[src/rtl/b16_sram_arb.sv]
// Two-port arbiter for an asynchronous 16-bit SRAM with a split data bus and byte strobes.
// Define B16_SRAM_ARB_RR_EN for round-robin arbitration; the default is fixed priority, port 0 first.
module b16_sram_arb #(
    parameter int unsigned l    = 16,
    parameter int unsigned WAIT = 1
) (
    input  logic         clk,
    input  logic         reset,
    input  logic         req0,
    input  logic         req1,
    input  logic         we0,
    input  logic         we1,
    input  logic [1:0]   be0,
    input  logic [1:0]   be1,
    input  logic [l-1:0] addr0,
    input  logic [l-1:0] addr1,
    input  logic [l-1:0] wdata0,
    input  logic [l-1:0] wdata1,
    output logic         ack0,
    output logic         ack1,
    output logic [l-1:0] rdata,
    output logic [1:0]   gnt,
    output logic [l-1:0] sa,
    output logic [l-1:0] sd_o,
    input  logic [l-1:0] sd_i,
    output logic         sd_oe,
    output logic         rd_b,
    output logic         wr_b,
    output logic         ble_b,
    output logic         bhe_b
);

    typedef enum logic [1:0] {StIdle, StSetup, StStrobe, StRecover} state_e;

    state_e       state_q, state_d;
    logic [1:0]   gnt_q, gnt_d;
    logic         we_q, we_d;
    logic [1:0]   be_q, be_d;
    logic [l-1:0] addr_q, addr_d;
    logic [l-1:0] wdata_q, wdata_d;
    logic [l-1:0] rdata_q, rdata_d;
    logic [3:0]   cnt_q, cnt_d;
    logic         pick1;
    logic [l-1:0] byte_mask;

`ifdef B16_SRAM_ARB_RR_EN
    // pri_q names the port that wins the next simultaneous request.
    logic pri_q, pri_d;
    assign pick1 = req1 & (~req0 | pri_q);
`else
    assign pick1 = req1 & ~req0;
`endif

    assign byte_mask = {{(l - l / 2){be_q[1]}}, {(l / 2){be_q[0]}}};

    always_comb begin
        state_d = state_q;
        gnt_d   = gnt_q;
        we_d    = we_q;
        be_d    = be_q;
        addr_d  = addr_q;
        wdata_d = wdata_q;
        rdata_d = rdata_q;
        cnt_d   = cnt_q;
`ifdef B16_SRAM_ARB_RR_EN
        pri_d   = pri_q;
`endif
        unique case (state_q)
            StIdle: begin
                gnt_d = 2'b00;
                if (req0 || req1) begin
                    state_d = StSetup;
                    gnt_d   = pick1 ? 2'b10 : 2'b01;
                    we_d    = pick1 ? we1 : we0;
                    be_d    = pick1 ? be1 : be0;
                    addr_d  = pick1 ? addr1 : addr0;
                    wdata_d = pick1 ? wdata1 : wdata0;
`ifdef B16_SRAM_ARB_RR_EN
                    pri_d   = ~pick1;
`endif
                end
            end
            StSetup: begin
                state_d = StStrobe;
                cnt_d   = 4'(WAIT);
            end
            StStrobe: begin
                if (cnt_q == 4'd0) begin
                    state_d = StRecover;
                    if (!we_q) begin
                        rdata_d = sd_i & byte_mask;
                    end
                end else begin
                    cnt_d = cnt_q - 4'd1;
                end
            end
            StRecover: begin
                state_d = StIdle;
                gnt_d   = 2'b00;
            end
            default: begin
                state_d = StIdle;
                gnt_d   = 2'b00;
            end
        endcase
    end

    always_ff @(posedge clk) begin
        if (reset) begin
            state_q <= StIdle;
            gnt_q   <= 2'b00;
            we_q    <= 1'b0;
            be_q    <= 2'b00;
            addr_q  <= '0;
            wdata_q <= '0;
            rdata_q <= '0;
            cnt_q   <= 4'd0;
`ifdef B16_SRAM_ARB_RR_EN
            pri_q   <= 1'b0;
`endif
        end else begin
            state_q <= state_d;
            gnt_q   <= gnt_d;
            we_q    <= we_d;
            be_q    <= be_d;
            addr_q  <= addr_d;
            wdata_q <= wdata_d;
            rdata_q <= rdata_d;
            cnt_q   <= cnt_d;
`ifdef B16_SRAM_ARB_RR_EN
            pri_q   <= pri_d;
`endif
        end
    end

    // Outputs decode from the state so a synchronous reset clears strobes on the next edge.
    always_comb begin
        ack0  = (state_q == StRecover) && gnt_q[0];
        ack1  = (state_q == StRecover) && gnt_q[1];
        gnt   = gnt_q;
        rdata = rdata_q;
        sa    = addr_q;
        sd_o  = wdata_q;
        sd_oe = (state_q != StIdle) && we_q;
        rd_b  = ~((state_q == StStrobe) && !we_q && (be_q != 2'b00));
        wr_b  = ~((state_q == StStrobe) && we_q && (be_q != 2'b00));
        ble_b = ~((state_q == StStrobe) && be_q[0]);
        bhe_b = ~((state_q == StStrobe) && be_q[1]);
    end

endmodule

[config.mk]
export PLATFORM = sky130hd
export DESIGN_NAME = b16_sram_arb
export DESIGN_NICKNAME = d
export VERILOG_FILES = /design/src/rtl/b16_sram_arb.sv
export SDC_FILE = /design/constraint.sdc
export NUM_CORES = 1
export LEC_CHECK = 0
export CORE_UTILIZATION = 23
export DETAILED_ROUTE_END_ITERATION = 6
export DONT_BUFFER_PORTS = 1
export PLACE_DENSITY = 0.35
export SLEW_MARGIN = 10
export SYNTH_ARGS = -nofsm -noshare
export SYNTH_HDL_FRONTEND = slang
export SYNTH_SLANG_ARGS = --single-unit
[constraint.sdc]
create_clock -name clk -period 2.32 [get_ports clk]
set_input_delay 0.464 -clock clk [delete_from_list [all_inputs] [get_ports clk]]
set_output_delay 0.464 -clock clk [all_outputs]
set_load 0.05 [all_outputs]
== Word-level counts from Yosys, hierarchy flattened ==
Index checks and enable logic that the tools add are counted.

* Bits in registers: 59
* Input bits: 90
* Output and inout bits: 57
* Word-level logic and storage cells: 56

* Add/sub/neg operators: 1
* Eq/ne operators: 6
* Multiplexer cells: 12
* Bitwise operators: 8
* Reduce and logical (&&, ||, !) cells: 21

{| class="wikitable"
|+ Operators with widths
! kind !! number
|-
| 2-to-1 mux 16 bit || 2
|-
| AND 16 bit || 1
|-
| 2-to-1 mux 2 bit || 5
|-
| logical AND 1 bit || 9
|-
| case mux 2 bit (4 select lines) || 1
|-
| case mux 4 bit (2 select lines) || 1
|-
| nonzero test 2 bit || 4
|-
| != test 2 bit, second input constant || 3
|-
| NOT 1 bit || 6
|-
| AND reduction 2 bit || 3
|-
| equality test 2 bit, second input constant || 2
|-
| logical NOT 4 bit || 1
|-
| 2-to-1 mux 4 bit || 1
|-
| case mux 2 bit (2 select lines) || 1
|-
| subtractor 4 x 1 -> 4 bit, second input constant || 1
|-
| AND reduction 3 bit || 1
|-
| equality test 2 x 1 -> 1 bit, second input constant || 1
|-
| logical NOT 2 bit || 1
|-
| AND 1 bit || 1
|-
| logical NOT 1 bit || 1
|-
| logical OR 1 bit || 1
|-
| 2-to-1 mux 1 bit || 1
|}

== Depth between registers and ports, before layout ==
* Depth in word-level cells: 5
* Gate-level depth with buffers: 8
* Mapped depth without buffers: 5

== Least setup slack after synthesis ==
Ideal clock, no wire load.

* Path kind: register to output
* Start point: reg state_q[0]
* End point: out rd_b
* Arrival time: 1.506 ns
* Required time: 1.856 ns
* Path slack: 0.350 ns
* Cell stages (with the launch flop): 7
* Buffers on the path: 2
* Path through: dfxtp_1 -> inv_1 -> ha_1 -> buf_2 -> clkbuf_1 -> o21ai_0 -> or2_2

* Cells in the longest elaborated chain, start to end: 4

{| class="wikitable"
|+ RTL lines
! item !! RTL line !! RTL
|-
| start, declared || 35 || <nowiki>state_e state_q, state_d;</nowiki>
|-
| start signal, assigned || 110 || <nowiki>state_q <= StIdle;</nowiki>
|-
| start signal, assigned || 122 || <nowiki>state_q <= state_d;</nowiki>
|-
| equality test 2 bit || 145 || <nowiki>rd_b = ~((state_q == StStrobe) && !we_q && (be_q != 2'b00));</nowiki>
|-
| logical AND 1 bit (2 in series) || 145 ||
|-
| NOT 1 bit || 145 ||
|-
| end, declared || 27 || <nowiki>output logic rd_b,</nowiki>
|}

No other way between the ends.

== Worst setup path in the final report ==
Ends and elaborated chain as after synthesis.

==> impl_metrics.csv <==
group,metric,value,unit
global_routing,grt_pass1_vias,1934,
floorplanning,start_util,23.6,%
sta,max_slew.worst_pin.slew,0.722,ns
sta,hold_viol_final,0,
final_layout,design_area,3090,sq um
route,wire_per_inst,16.5,um
outcome,outcome,"finished, final reports clean",
clock_network,clkTransAtPathRegs,0.05,ns
sta,slew_headroom,51.9,%
final_layout,drive_gt1_share,9.76,%
sta,timing.final.crit_share,94.3,%
critical_path,path_cells,"inv_1, ha_1, o21ai_0, or2_2",
global_routing,grt.total_usage,11.6,%
power_and_ir_drop,p_sw_share,46.8,%
route,dr.pass1.iters,4,
route,vias,2104,
floorplanning,die_w,111,um
critical_path,cp.arrival,1.72,ns
critical_path,crit_path_max_fanout,10,
route,vias_per_cell,4.89,
yosys,yosys_warnings,0,
route,ant_nets,0,
power_and_ir_drop,seqPwrFrac,47.5,%
route,route.detailed.drc,0,
final_layout,antenna_cells,0,
floorplanning,die_area,12200,sq um
yosys,ys_seq_area_share,43.6,%
yosys,synth_edf_count,0,
power_and_ir_drop,p_sw,2.19,mW
placed_design,dp_hpwl,4.70,mm
power_and_ir_drop,comb_power_share,26.6,%
critical_path,path_class,"flop to output port",
critical_path,critical_path.slowest_cell,"or2_2",
final_layout,fill_cells,1211,
clock_network,htreeDepth,3,
clock_network,clock_latency,0.33,ns
clock_network,cts_root_buf,"clkbuf_16",
yosys,ys_seq_elements,59,
placed_design,place_area,2830,sq um
floorplanning,rows,39,
route,routed_wl,7.09,mm
placed_design,port_buffers,0,
global_routing,antenna_found_initial,0,
yosys,synth_nets,391,
sta,skew,0.00653,ns
power_and_ir_drop,pwr_density_cell,1510,nW/um^2
placed_design,place_inst,416,
clock_network,clock_sinks,59,
sta,whs,0.203,ns
critical_path,path_buf_inv,1,
sta,final.setup.tns,0,ns
power_and_ir_drop,leakagePower,1.24,nW
sta,slew_violations,0,
yosys,async_reset_ff_share,0,%
run,cap_violations,0,
clock_network,clock_path_buffers,2,
critical_path,setup.worst_path.end_class,"output port",
global_routing,grt_max_degree,71,
final_layout,finalCoreUtilization,27.0,%
yosys,syn_inst,295,
yosys,ys_types,36,
worst_hold_path,min_path_type,"input pin to flop",
critical_path,required,1.86,ns
sta,max_freq,457,MHz
yosys,yosysTopAreaCell,"dfxtp_1",
global_routing,grt_overflow,0,
placed_design,place_congestion,0.670,
power_and_ir_drop,ir_drop,945,uV
floorplanning,ios,147,
clock_network,cts_resized,0,
floorplanning,core_area,11500,sq um
yosys,syn_area,2710,sq um
yosys,synth_area_leaders,"dfxtp_1 (44%), mux2i_1 (14%), a211oi_1 (10%)",
clock_network,cts_setup_buffers,0,
floorplanning,die_h,111,um
route,drtIter0Drc,72,
sta,period_minus_slack,2.19,ns
clock_network,cts_hold_buf,0,
clock_network,cts_buffers,9,
final_layout,stdcell_count,430,
sta,rsz0062_at_grt,"no",
yosys,synth_top_area_share,43.6,%
yosys,ys.flop_type,"dfxtp_1",
critical_path,startpoint_type,"flop",
sta,setup_violations,0,
clock_network,cts_tree,"done",
power_and_ir_drop,intPower,2.49,mW
critical_path,critPathMaxStageDelay,0.43,ns
final_layout,syn2layout_area_growth,14.3,%
power_and_ir_drop,power_frac_clock,26.0,%
yosys,avgSynthCellArea,9.18,sq um
final_layout,nNetsFinal,380,
critical_path,path_delay_family,"simple AND/OR/NAND/NOR gates",
global_routing,grt_pass1_wl,10.9,mm
==> routing by layer <==
| metal | GRT usage, % | share of wire [%] | vias up |
|---|---|---|---|
| li1 | - | - | 1057 |
| met1 | 13.8 | 43 | 940 |
| met4 | 4.53 | 1.4 | 0 |
| met5 | 0 | 0 | - |
| met2 | 17.6 | 45 | 98 |
| met3 | 6.09 | 10 | 9 |
==> registers in the layout, summed over array words and instances (netlist names) <==
register,count
state_q,2
sa,16
cnt_q,4
gnt,2
rdata,16
sd_o,16
be_q,2
we_q,1
==> placed cells by master (no fill, tap or decap), types with 3 or more instances in the layout <==
cell type / instances
a211oi_1: 36
a21oi_1: 17
buf_4: 6
clkbuf_16: 9
clkinv_2: 3
dfxtp_1: 59
ha_1: 6
inv_1: 4
mux2i_1: 37
nand2_1: 3
nand4_1: 16
nor2_1: 41
o21ai_0: 16
==> cells in the mapped netlist (2+ instances only) <==
| cell type | count |
|---|---|
| a211oi_1 | 36 |
| a21oi_1 | 17 |
| a22oi_1 | 2 |
| and2_1 | 2 |
| buf_2 | 8 |
| buf_6 | 3 |
| clkbuf_1 | 17 |
| dfxtp_1 | 59 |
| ha_1 | 6 |
| inv_1 | 4 |
| mux2i_1 | 37 |
| nand2_1 | 3 |
| nand2b_1 | 3 |
| nand3b_1 | 2 |
| nand4_1 | 16 |
| nor2_1 | 41 |
| nor2b_1 | 2 |
| o21ai_0 | 16 |
| o21ai_1 | 2 |
| o31a_1 | 2 |
| or2_2 | 2 |
==> kinds of logic (layout without fill, tap and decap cells) <==
group,Yosys count,in the layout,share of synthesized area (%)
AO/OA/AOI/OAI,82,82,19.9
AND/OR/NAND/NOR,77,77,14.0
multiplexers,37,37,13.7
flip-flops,59,59,43.6
adder cells (fa/ha/maj),6,6,2.77
buffers and inverters,34,26,6.05
==> through the flow <==
step           total power [mW]  worst slack, ns
2_1_floorplan              3.20            0.350
3_3_place_gp               3.49            0.460
3_5_place_dp               3.51            0.331
4_1_cts                    4.76            0.100
5_1_grt                    4.96           0.0178
6_report                   4.68            0.132
==> worst reg2reg max path, stage by stage (launching register included) <==
cell	delay (ns)
dfxtp_1	0.32
inv_1	0.13
ha_1	0.39
and3b_1	0.69
nand4_1	0.16
a21oi_1	0.18
==> power groups by stage <==
stage | logic, mW | clock network, mW | registers (mW)
2_1_floorplan | 1.02 | 0 | 2.18
3_3_place_gp | 1.24 | 0 | 2.25
3_5_place_dp | 1.27 | 0 | 2.24
4_1_cts | 1.27 | 1.26 | 2.22
5_1_grt | 1.39 | 1.30 | 2.26
6_report | 1.24 | 1.21 | 2.22
==> layout make-up <==
| class | instances | area (sq um) | area share [%] |
|---|---|---|---|
| sequential | 59 | 1180 | 38.2 |
| multi-input combinational | 202 | 1370 | 44.2 |
| tap | 143 | 179 | 5.78 |
| inverter | 4 | 15.0 | 0.485 |
| clock inverter | 3 | 15.0 | 0.485 |
| timing repair buffer | 8 | 85.1 | 2.75 |
| clock buffer | 11 | 253 | 8.17 |
==> path summary, 6_finish.rpt <==
kind,start,endpoint,slack [ns],depth (start not counted)
setup / recovery,state_q[0],rd_b,0.13,4
hold / removal,reset,sd_o[12],0.20,1
setup reg to reg,state_q[0],rdata[1],0.38,5
hold reg to reg,state_q[1],state_q[1],0.52,2
Note: power is estimated with default switching activity, not from simulation.
